<file path="src/rtl/ntt_pkg.sv">
// ntt_pkg: shared state encoding, default sizing constants and the
// bit-reversal helper used when loading coefficients.
package ntt_pkg;

   localparam int NTT_W = 16;
   localparam int NTT_N = 8;
   localparam int NTT_Q = 17;

   typedef enum logic [2:0] {
      ST_IDLE   = 3'd0,
      ST_LOAD   = 3'd1,
      ST_PREP   = 3'd2,
      ST_BFLY   = 3'd3,
      ST_SCALE  = 3'd4,
      ST_UNLOAD = 3'd5
   } ntt_state_e;

   // Reverse the low 'bits' bits of k; upper bits of the result stay zero.
   function automatic logic [7:0] bitrev(input logic [7:0] k, input int bits);
      logic [7:0] r;
      r = 8'd0;
      for (int i = 0; i < bits; i++) begin
         r[bits - 1 - i] = k[i];
      end
      return r;
   endfunction

endpackage

</file>
<file path="src/rtl/ntt_butterfly.sv">
// ntt_butterfly: combinational modular butterfly.
//   t = w*b mod Q, a_new = (a+t) mod Q, b_new = (a-t+Q) mod Q.
// Operands must already be below Q. With a = 0 the block is a plain
// modular multiplier (a_new = w*b mod Q), which the engine relies on.
module ntt_butterfly #(
   parameter int W = 16,
   parameter int Q = 17
) (
   input  logic [W-1:0] a,
   input  logic [W-1:0] b,
   input  logic [W-1:0] w,
   output logic [W-1:0] a_new,
   output logic [W-1:0] b_new
);

   logic [2*W-1:0] prod_s;
   logic [W-1:0]   t_s;
   logic [W:0]     sum_s;
   logic [W:0]     dif_s;

   // Full-width product, reduction, then single-subtract correction of sum/difference.
   always_comb begin
      prod_s = {{W{1'b0}}, b} * {{W{1'b0}}, w};
      t_s    = W'(prod_s % (2*W)'(Q));
      sum_s  = {1'b0, a} + {1'b0, t_s};
      dif_s  = {1'b0, a} + (W+1)'(Q) - {1'b0, t_s};
      if (sum_s >= (W+1)'(Q)) begin
         a_new = W'(sum_s - (W+1)'(Q));
      end else begin
         a_new = W'(sum_s);
      end
      if (dif_s >= (W+1)'(Q)) begin
         b_new = W'(dif_s - (W+1)'(Q));
      end else begin
         b_new = W'(dif_s);
      end
   end

endmodule

</file>
<file path="src/rtl/ntt_engine.sv">
// ntt_engine: in-place iterative Cooley-Tukey number-theoretic transform.
// Coefficients are loaded in bit-reversed order, a stage-root table is built
// by repeated squaring, butterflies run one per cycle, and results stream out
// in natural order with valid/ready handshakes.
// Optional inverse transform (inv port, ROOT_INV, N_INV scaling, SCALE state)
// is compiled in when the macro NTT_INVERSE_EN is defined.
module ntt_engine
   import ntt_pkg::*;
#(
   parameter int W        = NTT_W,
   parameter int N        = NTT_N,
   parameter int Q        = NTT_Q,
   parameter int ROOT     = 2,
   parameter int ROOT_INV = 9,
   parameter int N_INV    = 15
) (
   input  logic         clk,
   input  logic         rst,
   input  logic         start,
`ifdef NTT_INVERSE_EN
   input  logic         inv,
`endif
   input  logic         in_valid,
   input  logic [W-1:0] in_data,
   output logic         in_ready,
   output logic         out_valid,
   output logic [W-1:0] out_data,
   input  logic         out_ready,
   output logic         busy,
   output logic         done,
   output logic [15:0]  cycles
);

   localparam int LOGN = $clog2(N);
   localparam int AW   = LOGN;
   localparam int SW   = (LOGN > 1) ? $clog2(LOGN) : 1;

   ntt_state_e    state_r, next_s;
   logic [AW-1:0] cnt_r;
   logic [SW-1:0] stage_r;
   logic [W-1:0]  w_r, prev_r;
   logic [W-1:0]  tab_r [LOGN];
   logic [W-1:0]  mem_r [N];
   logic [15:0]   cyc_r, cycles_r;
`ifdef NTT_INVERSE_EN
   logic          inv_r;
`else
   logic          unused_inv_s;
`endif

   logic          cnt_last_n_s, cnt_last_prep_s, cnt_last_half_s, stage_last_s;
   logic [AW-1:0] jmask_s, jj_s, idx_a_s, idx_b_s, ld_idx_s;
   logic [SW-1:0] ptab_idx_s;
   logic [W-1:0]  w_cur_s, root_s, sq_s, ld_val_s;
   logic [W-1:0]  bf_a_in_s, bf_b_in_s, bf_w_in_s, bf_a_out_s, bf_b_out_s;
   logic [W-1:0]  ax_b_in_s, ax_w_in_s, ax_a_out_s, ax_b_unused_s;

`ifndef NTT_INVERSE_EN
   // Inverse-only parameters have no function in a forward-only build.
   assign unused_inv_s = (ROOT_INV == 32'sd0) ^ (N_INV == 32'sd0);
`endif

   // Counter terminal flags, butterfly addressing and load address/value.
   always_comb begin
      cnt_last_n_s    = (cnt_r == AW'(N - 1));
      cnt_last_prep_s = (cnt_r == AW'(LOGN - 1));
      cnt_last_half_s = (cnt_r == AW'(N / 2 - 1));
      stage_last_s    = (stage_r == SW'(LOGN - 1));
      jmask_s         = (AW'(1'b1) << stage_r) - AW'(1'b1);
      jj_s            = cnt_r & jmask_s;
      idx_a_s         = ((cnt_r & ~jmask_s) << 1) | jj_s;
      idx_b_s         = idx_a_s | (AW'(1'b1) << stage_r);
      ld_idx_s        = AW'(bitrev(8'(cnt_r), LOGN));
      ld_val_s        = in_data % W'(Q);
      ptab_idx_s      = SW'(LOGN - 1) - SW'(cnt_r);
      if (jj_s == {AW{1'b0}}) begin
         w_cur_s = W'(1'b1);
      end else begin
         w_cur_s = w_r;
      end
`ifdef NTT_INVERSE_EN
      if (inv_r) begin
         root_s = W'(ROOT_INV);
      end else begin
         root_s = W'(ROOT);
      end
`else
      root_s = W'(ROOT);
`endif
      if (cnt_r == {AW{1'b0}}) begin
         sq_s = root_s;
      end else begin
         sq_s = ax_a_out_s;
      end
   end

   // Data butterfly operands; in SCALE it becomes a multiply by N^-1.
   always_comb begin
      bf_a_in_s = mem_r[idx_a_s];
      bf_b_in_s = mem_r[idx_b_s];
      bf_w_in_s = w_cur_s;
`ifdef NTT_INVERSE_EN
      if (state_r == ST_SCALE) begin
         bf_a_in_s = {W{1'b0}};
         bf_b_in_s = mem_r[cnt_r];
         bf_w_in_s = W'(N_INV);
      end else begin
         bf_a_in_s = mem_r[idx_a_s];
      end
`endif
   end

   // Auxiliary multiplier: root squaring in PREP, twiddle advance in BFLY.
   always_comb begin
      if (state_r == ST_PREP) begin
         ax_b_in_s = prev_r;
         ax_w_in_s = prev_r;
      end else begin
         ax_b_in_s = w_cur_s;
         ax_w_in_s = tab_r[stage_r];
      end
   end

   ntt_butterfly #(.W(W), .Q(Q)) u_bfly (
      .a     (bf_a_in_s),
      .b     (bf_b_in_s),
      .w     (bf_w_in_s),
      .a_new (bf_a_out_s),
      .b_new (bf_b_out_s)
   );

   ntt_butterfly #(.W(W), .Q(Q)) u_aux (
      .a     ({W{1'b0}}),
      .b     (ax_b_in_s),
      .w     (ax_w_in_s),
      .a_new (ax_a_out_s),
      .b_new (ax_b_unused_s)
   );

   // State register.
   always_ff @(posedge clk or negedge rst) begin
      if (!rst) begin
         state_r <= ST_IDLE;
      end else begin
         state_r <= next_s;
      end
   end

   // Next-state logic; start is only looked at in IDLE.
   always_comb begin
      next_s = state_r;
      case (state_r)
         ST_IDLE: begin
            if (start) next_s = ST_LOAD;
            else       next_s = ST_IDLE;
         end
         ST_LOAD: begin
            if (in_valid && cnt_last_n_s) next_s = ST_PREP;
            else                          next_s = ST_LOAD;
         end
         ST_PREP: begin
            if (cnt_last_prep_s) next_s = ST_BFLY;
            else                 next_s = ST_PREP;
         end
         ST_BFLY: begin
            if (cnt_last_half_s && stage_last_s) begin
`ifdef NTT_INVERSE_EN
               if (inv_r) next_s = ST_SCALE;
               else       next_s = ST_UNLOAD;
`else
               next_s = ST_UNLOAD;
`endif
            end else begin
               next_s = ST_BFLY;
            end
         end
`ifdef NTT_INVERSE_EN
         ST_SCALE: begin
            if (cnt_last_n_s) next_s = ST_UNLOAD;
            else              next_s = ST_SCALE;
         end
`endif
         ST_UNLOAD: begin
            if (out_ready && cnt_last_n_s) next_s = ST_IDLE;
            else                           next_s = ST_UNLOAD;
         end
         default: next_s = ST_IDLE;
      endcase
   end

   // Datapath: counters, coefficient memory, root table and cycle accounting.
   always_ff @(posedge clk or negedge rst) begin
      if (!rst) begin
         cnt_r    <= {AW{1'b0}};
         stage_r  <= {SW{1'b0}};
         w_r      <= {W{1'b0}};
         prev_r   <= {W{1'b0}};
         cyc_r    <= 16'd0;
         cycles_r <= 16'd0;
`ifdef NTT_INVERSE_EN
         inv_r    <= 1'b0;
`endif
         for (int i = 0; i < LOGN; i++) tab_r[i] <= {W{1'b0}};
         for (int i = 0; i < N; i++)    mem_r[i] <= {W{1'b0}};
      end else begin
         case (state_r)
            ST_IDLE: begin
               cnt_r   <= {AW{1'b0}};
               stage_r <= {SW{1'b0}};
               cyc_r   <= 16'd0;
`ifdef NTT_INVERSE_EN
               if (start) inv_r <= inv;
`endif
            end
            ST_LOAD: begin
               if (in_valid) begin
                  mem_r[ld_idx_s] <= ld_val_s;
                  cnt_r <= cnt_last_n_s ? {AW{1'b0}} : cnt_r + AW'(1'b1);
               end
            end
            ST_PREP: begin
               tab_r[ptab_idx_s] <= sq_s;
               prev_r <= sq_s;
               cyc_r  <= cyc_r + 16'd1;
               cnt_r  <= cnt_last_prep_s ? {AW{1'b0}} : cnt_r + AW'(1'b1);
            end
            ST_BFLY: begin
               mem_r[idx_a_s] <= bf_a_out_s;
               mem_r[idx_b_s] <= bf_b_out_s;
               w_r   <= ax_a_out_s;
               cyc_r <= cyc_r + 16'd1;
               if (cnt_last_half_s) begin
                  cnt_r   <= {AW{1'b0}};
                  stage_r <= stage_last_s ? {SW{1'b0}} : stage_r + SW'(1'b1);
               end else begin
                  cnt_r <= cnt_r + AW'(1'b1);
               end
            end
`ifdef NTT_INVERSE_EN
            ST_SCALE: begin
               mem_r[cnt_r] <= bf_a_out_s;
               cyc_r <= cyc_r + 16'd1;
               cnt_r <= cnt_last_n_s ? {AW{1'b0}} : cnt_r + AW'(1'b1);
            end
`endif
            ST_UNLOAD: begin
               if (out_ready) begin
                  cnt_r <= cnt_last_n_s ? {AW{1'b0}} : cnt_r + AW'(1'b1);
               end
            end
            default: cnt_r <= {AW{1'b0}};
         endcase
         if ((state_r != ST_UNLOAD) && (next_s == ST_UNLOAD)) begin
            cycles_r <= cyc_r + 16'd1;
         end
      end
   end

   // Output decode from the state register; done marks the final accepted word.
   always_comb begin
      in_ready  = (state_r == ST_LOAD);
      out_valid = (state_r == ST_UNLOAD);
      busy      = (state_r != ST_IDLE);
      done      = (state_r == ST_UNLOAD) && out_ready && cnt_last_n_s;
      cycles    = cycles_r;
      if (state_r == ST_UNLOAD) begin
         out_data = mem_r[cnt_r];
      end else begin
         out_data = {W{1'b0}};
      end
   end

endmodule

</file>
<file path="config.mk">
export PLATFORM = sky130hd
export DESIGN_NAME = ntt_engine
export DESIGN_NICKNAME = d
export VERILOG_FILES = /design/src/rtl/ntt_pkg.sv /design/src/rtl/ntt_butterfly.sv /design/src/rtl/ntt_engine.sv
export SDC_FILE = /design/constraint.sdc
export NUM_CORES = 2
export LEC_CHECK = 0
export BUFFER_PORTS_ARGS = -buffer_cell sky130_fd_sc_hd__buf_2
export CAP_MARGIN = 20
export CORE_ASPECT_RATIO = 0.9
export CORE_UTILIZATION = 59
export DETAILED_ROUTE_END_ITERATION = 6
export PLACE_DENSITY = 0.75
export SLEW_MARGIN = 20
export SYNTH_ARGS = -nofsm -noshare
export SYNTH_HDL_FRONTEND = slang
export SYNTH_SLANG_ARGS = --single-unit
</file>
<file path="constraint.sdc">
create_clock -name clk -period 49.3 [get_ports clk]
set_input_delay 7.395 -clock clk [delete_from_list [all_inputs] [get_ports clk]]
set_output_delay 7.395 -clock clk [all_outputs]
set_load 0.01 [all_outputs]
</file>
**After elaboration in Yosys (flattened, before gate mapping)**

Cells that the tools add are included.

- Register bits after elaboration: 248
- Input bits: 21
- Output and inout bits: 36

- Add/sub/neg operators: 11
- Multipliers: 2
- Divide/modulo/power cells: 3
- Order comparisons: 13
- Equal/unequal tests: 13
- Shifts and indexed selects: 1
- Muxes and demuxes: 50
- Bitwise operators: 11
- Reduce and logical (&&, ||, !) cells: 21

Operator list:

| operator | count |
|---|---|
| bitwise mux 128 bit | 3 |
| 2-to-1 mux 16 bit | 20 |
| one-hot mux 128 bit (2 select lines) | 1 |
| binary-select mux 16 bit (select 3 bit) | 3 |
| demux 16 bit (select 3 bit) | 3 |
| 2-to-1 mux 128 bit | 1 |
| remainder unit 32 x 5 -> 32 bit (second input constant) | 2 |
| multiplier 16 x 16 -> 32 bit | 2 |
| bitwise mux 48 bit | 1 |
| subtractor 16 x 5 -> 16 bit (second input constant) | 3 |
| greater-or-equal comparator 17 x 5 -> 1 bit (second input constant) | 2 |
| binary-select mux 16 bit (select 2 bit) | 1 |
| demux 16 bit (select 2 bit) | 1 |
| one-hot mux 16 bit (2 select lines) | 1 |
| 2-to-1 mux 3 bit | 7 |
| adder 16 x 16 -> 17 bit | 1 |
| adder 16 x 5 -> 17 bit (second input constant) | 1 |
| subtractor 17 x 16 -> 17 bit | 1 |
| adder 16 x 1 -> 16 bit (second input constant) | 1 |
| greater-or-equal comparator 16 x 5 -> 1 bit (second input constant) | 1 |
| greater-or-equal comparator 4 bit (second input constant) | 4 |
| remainder unit 16 x 5 -> 16 bit (second input constant) | 1 |
| inverter 3 -> 4 bit | 4 |
| one-hot mux 3 bit (5 select lines) | 1 |
| other kinds (30) | 59 |

**Depth between registers and ports, before layout**

- Depth after elaboration: 18
- Depth in mapped cells: 129
- Mapped depth without buffers: 111

**Modules after synthesis**

Synthesis repeated with hierarchy kept, for this count alone.

- Cell total of the unflattened synthesis: 6,306
- Area, all modules: 50,677.4 um^2

Modules (own cells, without submodules):

| module | instances | cells each | area each (um^2) | seq. area each (um^2) |
|---|---|---|---|---|
| ntt_engine | 1 | 2,017 | 17,256.6 | 6,206.0 |
| ntt_butterfly (u_aux) | 1 | 2,162 | 16,849.9 | 0.0 |
| ntt_butterfly (u_bfly) | 1 | 2,127 | 16,570.9 | 0.0 |

**Least setup slack after synthesis**

No wires, ideal clock.

- Kind: register -> register
- Start point: register stage_r[1]
- End point: register mem_r[43] (netlist bit)
- Setup time: 65 ps
- Data arrival time: 27,843 ps
- Slack: 21,392 ps
- Cell stages (with the launch flop): 114
- Clock period less this slack: 27,908 ps
- Path through: dfrtp_1 clkbuf_1 and3b_1 clkbuf_1 or3_1 clkbuf_1 clkbuf_1 o22ai_1 nor2_1 o21ai_0 nor3_1 nand2_1 fa_1 inv_1 fa_1 fa_1 fa_1 fa_1 [78 not listed] a21oi_1 o21bai_1 a21oi_1 o21bai_1 a21oi_1 o21bai_1 a21oi_1 xnor2_1 nor2_1 nand3_1 and2_1 nor3b_1 nor2b_1 nand3b_1 xnor2_1 a22oi_1 o221ai_1 o21a_1

- Longest elaborated chain between the ends: 18

Ends and longest elaborated chain:

| what | line | source |
|---|---|---|
| from (decl) | ntt_engine.sv:40 | `logic [SW-1:0] stage_r;` |
| from (signal assigned) | ntt_engine.sv:195 | `stage_r <= {SW{1'b0}};` |
| from (signal assigned) | ntt_engine.sv:209 | `stage_r <= {SW{1'b0}};` |
| from (signal assigned) | ntt_engine.sv:234 | `stage_r <= stage_last_s ? {SW{1'b0}} : stage_r + SW'(1'b1);` |
| left shift 1 x 2 -> 3 bit * | ntt_engine.sv:69, ntt_engine.sv:72 |  |
| subtractor 3 x 1 -> 3 bit | ntt_engine.sv:69 | `jmask_s = (AW'(1'b1) << stage_r) - AW'(1'b1);` |
| inverter 2 bit | ntt_engine.sv:71 | `idx_a_s = ((cnt_r & ~jmask_s) << 1) \| jj_s;` |
| AND 2 bit | ntt_engine.sv:71 |  |
| bitwise OR 3 bit | ntt_engine.sv:71 |  |
| bitwise OR 3 bit | ntt_engine.sv:72 | `idx_b_s = idx_a_s \| (AW'(1'b1) << stage_r);` |
| inverter 3 -> 4 bit (not written as such) | ntt_engine.sv:100, ntt_engine.sv:229 |  |
| binary-select mux 16 bit (select 3 bit) | ntt_engine.sv:100 | `bf_b_in_s = mem_r[idx_b_s];` |
| 2-to-1 mux 16 bit (not written as such) (2 in series) | ntt_engine.sv:100 |  |
| multiplier 16 x 16 -> 32 bit | ntt_butterfly.sv:23 | `prod_s = {{W{1'b0}}, b} * {{W{1'b0}}, w};` |
| remainder unit 32 x 5 -> 32 bit | ntt_butterfly.sv:24 | `t_s = W'(prod_s % (2*W)'(Q));` |
| adder 16 x 16 -> 17 bit | ntt_butterfly.sv:25 | `sum_s = {1'b0, a} + {1'b0, t_s};` |
| subtractor 16 x 5 -> 16 bit or greater-or-equal comparator 17 x 5 -> 1 bit (tied branches) | ntt_butterfly.sv:28, ntt_butterfly.sv:27 |  |
| 2-to-1 mux 16 bit | ntt_butterfly.sv:27 | `if (sum_s >= (W+1)'(Q)) begin` |
| bitwise mux 128 bit | ntt_engine.sv:228 | `mem_r[idx_a_s] <= bf_a_out_s;` |
| bitwise mux 128 bit * | ntt_engine.sv:229 | `mem_r[idx_b_s] <= bf_b_out_s;` |
| one-hot mux 128 bit (2 select lines) * | ntt_engine.sv:206 | `case (state_r)` |
| to (signal, indexed assignment) | ntt_engine.sv:217 | `mem_r[ld_idx_s] <= ld_val_s;` |
| to (signal, indexed assignment) | ntt_engine.sv:228 |  |
| to (signal, indexed assignment) | ntt_engine.sv:229 |  |
| to (decl) | ntt_engine.sv:43 | `logic [W-1:0] mem_r [N];` |

Every way passes the cells marked *; elsewhere a longest branch is shown, timed or not. The select of a mux whose other input is x is not followed.
A chain may end at the register's enable or synchronous reset.

**Worst setup path after layout**

- Start point: register cnt_r[0]
- End point: register mem_r[121] (netlist bit)

- Longest elaborated chain between the ends: 15

Ends and longest elaborated chain:

| what | line | source |
|---|---|---|
| from (decl) | ntt_engine.sv:39 | `logic [AW-1:0] cnt_r;` |
| from (signal assigned) | ntt_engine.sv:194 | `cnt_r <= {AW{1'b0}};` |
| from (signal assigned) | ntt_engine.sv:208 | `cnt_r <= {AW{1'b0}};` |
| from (signal assigned) | ntt_engine.sv:218 | `cnt_r <= cnt_last_n_s ? {AW{1'b0}} : cnt_r + AW'(1'b1);` |
| AND 3 bit or AND 2 bit (tied branches) | ntt_engine.sv:70, ntt_engine.sv:71 |  |
| bitwise OR 3 bit | ntt_engine.sv:71 |  |
| bitwise OR 3 bit | ntt_engine.sv:72 |  |
| inverter 3 -> 4 bit (not written as such) | ntt_engine.sv:100, ntt_engine.sv:229 |  |
| binary-select mux 16 bit (select 3 bit) | ntt_engine.sv:100 |  |
| 2-to-1 mux 16 bit (not written as such) (2 in series) | ntt_engine.sv:100 |  |
| multiplier 16 x 16 -> 32 bit | ntt_butterfly.sv:23 |  |
| remainder unit 32 x 5 -> 32 bit | ntt_butterfly.sv:24 |  |
| adder 16 x 16 -> 17 bit | ntt_butterfly.sv:25 |  |
| subtractor 16 x 5 -> 16 bit or greater-or-equal comparator 17 x 5 -> 1 bit (tied branches) | ntt_butterfly.sv:28, ntt_butterfly.sv:27 |  |
| 2-to-1 mux 16 bit | ntt_butterfly.sv:27 |  |
| bitwise mux 128 bit | ntt_engine.sv:228 |  |
| bitwise mux 128 bit | ntt_engine.sv:229 |  |
| one-hot mux 128 bit (2 select lines) * | ntt_engine.sv:206 |  |

Marked as above.

==> summary.txt <==
Placement
  • Final HPWL DP: 112.2 mm
  • Port bufs: 56
  • Pre-CTS WS: roughly 16000 ps
  • GPL Wtd Cong: just under 1

Yosys
  • Unique masters post-synth: around 150
  • Synth Flop Type: dfrtp_1
  • Synth top area share: about 17%
  • Post-Syn Nets: 6712
  • Post-synth ARST share: 100.0%
  • Cells after synthesis: 6019
  • Largest cells by area after synthesis: fa_1 17%, dfrtp_1 13%, ha_1 7.5%, nand2_1 6.0%, nor2_1 4.7%
  • Synth Cell Area: 47230 sq um
  • Leading area contributor after synthesis: fa_1
  • Post-synth EDFFs: 0
  • #FFs+latches synth: ~250
  • Synthesized area per cell: 7.846 sq um
  • Synth warn: 0
  • Register area share after synthesis: 13.14%

STA
  • RSZ-0062 raised after global routing: no
  • Total Neg Setup Slack: 0 ps
  • Max frequency: ~29 MHz
  • Minimum clock period: 33960 ps
  • Crit share post-route: 68.88%
  • Final setup fails: 0
  • Clk_skew: 49.61 ps
  • Endpoints failing hold: 0
  • Worst-Margin Slew: 1261 ps
  • Worst Setup Slack, final: 15340 ps
  • Slew Viols, Final: 0
  • Slew headroom: 15.61%

CTS
  • Hold buffers post-CTS: 0
  • CTS sink count: ~250
  • Bufs on Longest Clock Path: 3
  • Worst-path clk slew: 70 ps
  • H-tree Lvls: 1
  • Setup bufs post-CTS: 0
  • CTS tree: built
  • Clock root buffer: clkbuf_16
  • Clk_lat worst skew: slightly below 600 ps
  • Resized Gates After CTS: 0
  • Inserted Clock Buffers: 26

Global routing
  • Antenna violations before repair: 1
  • Vias in the first global route: between 40000 and 50000
  • Total gr overflow: 0
  • First-pass GRT wire length: 240.9 mm
  • GRT Util Overall: 36.38%
  • Largest net degree at the start of global routing: 101

Worst setup path
  • Worst Setup Start Kind: register
  • CP arrival: around 34000 ps
  • CP peak stage delay: 890 ps
  • CP most frequent cell: a21oi_1
  • WS Path Type: register to register
  • Crit end category: register
  • Critical Path RT: 49720 ps
  • Slowest cell on the critical path: nor3_2
  • Crit Path Max Fanout: 57

Die
  • Core Region: 79330 sq um
  • Die Ht: 270.4 microns
  • Die area: 81180 sq um
  • Starting Density: 59.53%
  • Core Rows: slightly below 100
  • Total I/O pin count: 57
  • Chip width: around 300 microns

Outcome
  • Failing checks: DRC
  • Status: finished, violations left

Detailed routing
  • Pre-Repair DR Iteration Count: 7
  • Remaining routing DRC violations: 25
  • Drt total wl: 150.1 mm
  • Vias post-DR: 47400
  • Post-DR wirelength/cell: between 20 and 25 microns
  • Via/cell ratio: 6.801
  • Final ANT Viol Nets: 0
  • Drt initial violations: 5912

Final layout
  • Commonest cells after routing, fill and taps aside: 759 x nand2_1, 592 x nor2_1, 545 x inv_1, 390 x fa_1, 334 x a21oi_1
  • Final net count: roughly 6600
  • Ratio of cells with drive above 1 in the final layout: 7.349%
  • Area Overhead vs Synth: 4.454%
  • Utilization after layout: 62.18%
  • Most common cell after layout, fill and taps aside: nand2_1

Min path
  • Worst min-delay path category: register to register

Job
  • Max Cap Viol: 0
## sequential cells by signal (all words and copies together), names as in the netlist
name     count
prev_r      16
state_r      3
mem_r      128
cnt_r        3
tab_r       48
w_r         16
cyc_r       16
stage_r      2
cycles      16
## cell type report
type                            instances  area (sq um)
Timing Repair Buffer                  136         894.6
Sequential cell                       248          6208
Inverter                              547          2053
Clock buffer                           36         779.5
Fill cell                            6925         30000
Clock inverter                         10         127.6
Antenna cell                            1         2.502
Tap cell                             1050          1314
Multi-Input combinational cell       4942         37950
## Yosys cell counts (all sizes together), types with 44 or more instances
master,n
nor4,51
inv,546
nor2,596
ha,282
a21o,71
or3,57
fa,390
and3,55
a211oi,64
xor2,70
o221ai,91
nand2,761
nand2b,62
mux2i,49
a31oi,76
o211ai,58
o22ai,175
o21ai,332
a21oi,340
xnor2,175
clkbuf,211
a22oi,79
o21a,89
nand4,44
buf,71
and2,90
nor3,120
nand3,117
dfrtp,248
## routing by layer
| layer | vias up | wire length, microns | GRT usage, % | part of all wire (%) |
|---|---|---|---|---|
| li1 | 21320 | - | - | - |
| met1 | 22860 | 60800 | 49.67 | 41 |
| met2 | 2707 | 65450 | 55.29 | 44 |
| met3 | 514 | 17940 | 10.47 | 12 |
| met4 | 2 | 5875 | 11.53 | 3.9 |
| met5 | - | 17 | 0 | 0.011 |
## kinds of logic (layout without fill, tap and decap cells)
kind of cell,Yosys count,count (layout),synth area share (%)
muxes,110,110,3.272
AOI/OAI and AO/OA,1800,1800,27.08
xor gates and xnor gates,245,245,4.734
other,0,1,0
buffers and inverters,829,729,6.740
and+or+nand+nor,2101,2101,20.73
adders and majority gates,686,686,24.30
DFF,248,248,13.14
## critical path, delay by kind of cell (launching register included)
kind	cells	cell delay, ps
compound gates	50	14770
simple gates	30	8670
fa+ha+maj	12	5030
xor+xnor	6	3000
mux	2	1000
buf+inv	5	900
flops	1	340
## path summary, 6_finish.rpt
check / from / to / slack [ps] / depth (start not counted)
worst max-delay path: cnt_r[0] / mem_r[121] / 15340 / 105
worst min-delay path: cycles[4] / cycles[4] / 470 / 2
worst max register to register: cnt_r[0] / mem_r[121] / 15340 / 105
worst min register to register: cycles[4] / cycles[4] / 470 / 2
max in group asynchronous: rst / mem_r[118] / 39970 / 3
min in group asynchronous: rst / cycles[8] / 6890 / 1
## metrics by stage
step           area, sq um  std cells  hold slack [ps]
6_report             49330       6970            471.5
5_1_grt              49330       6969            489.2
4_1_cts              49280       6967            472.7
3_5_place_dp         48380       6921            457.7
3_3_place_gp         48380       6921            454.9
2_1_floorplan        47230       6019            440.4
Power is left out: the tool's default activity adds up to more than one toggle a clock period on the data nets, which glitch-free logic cannot reach.
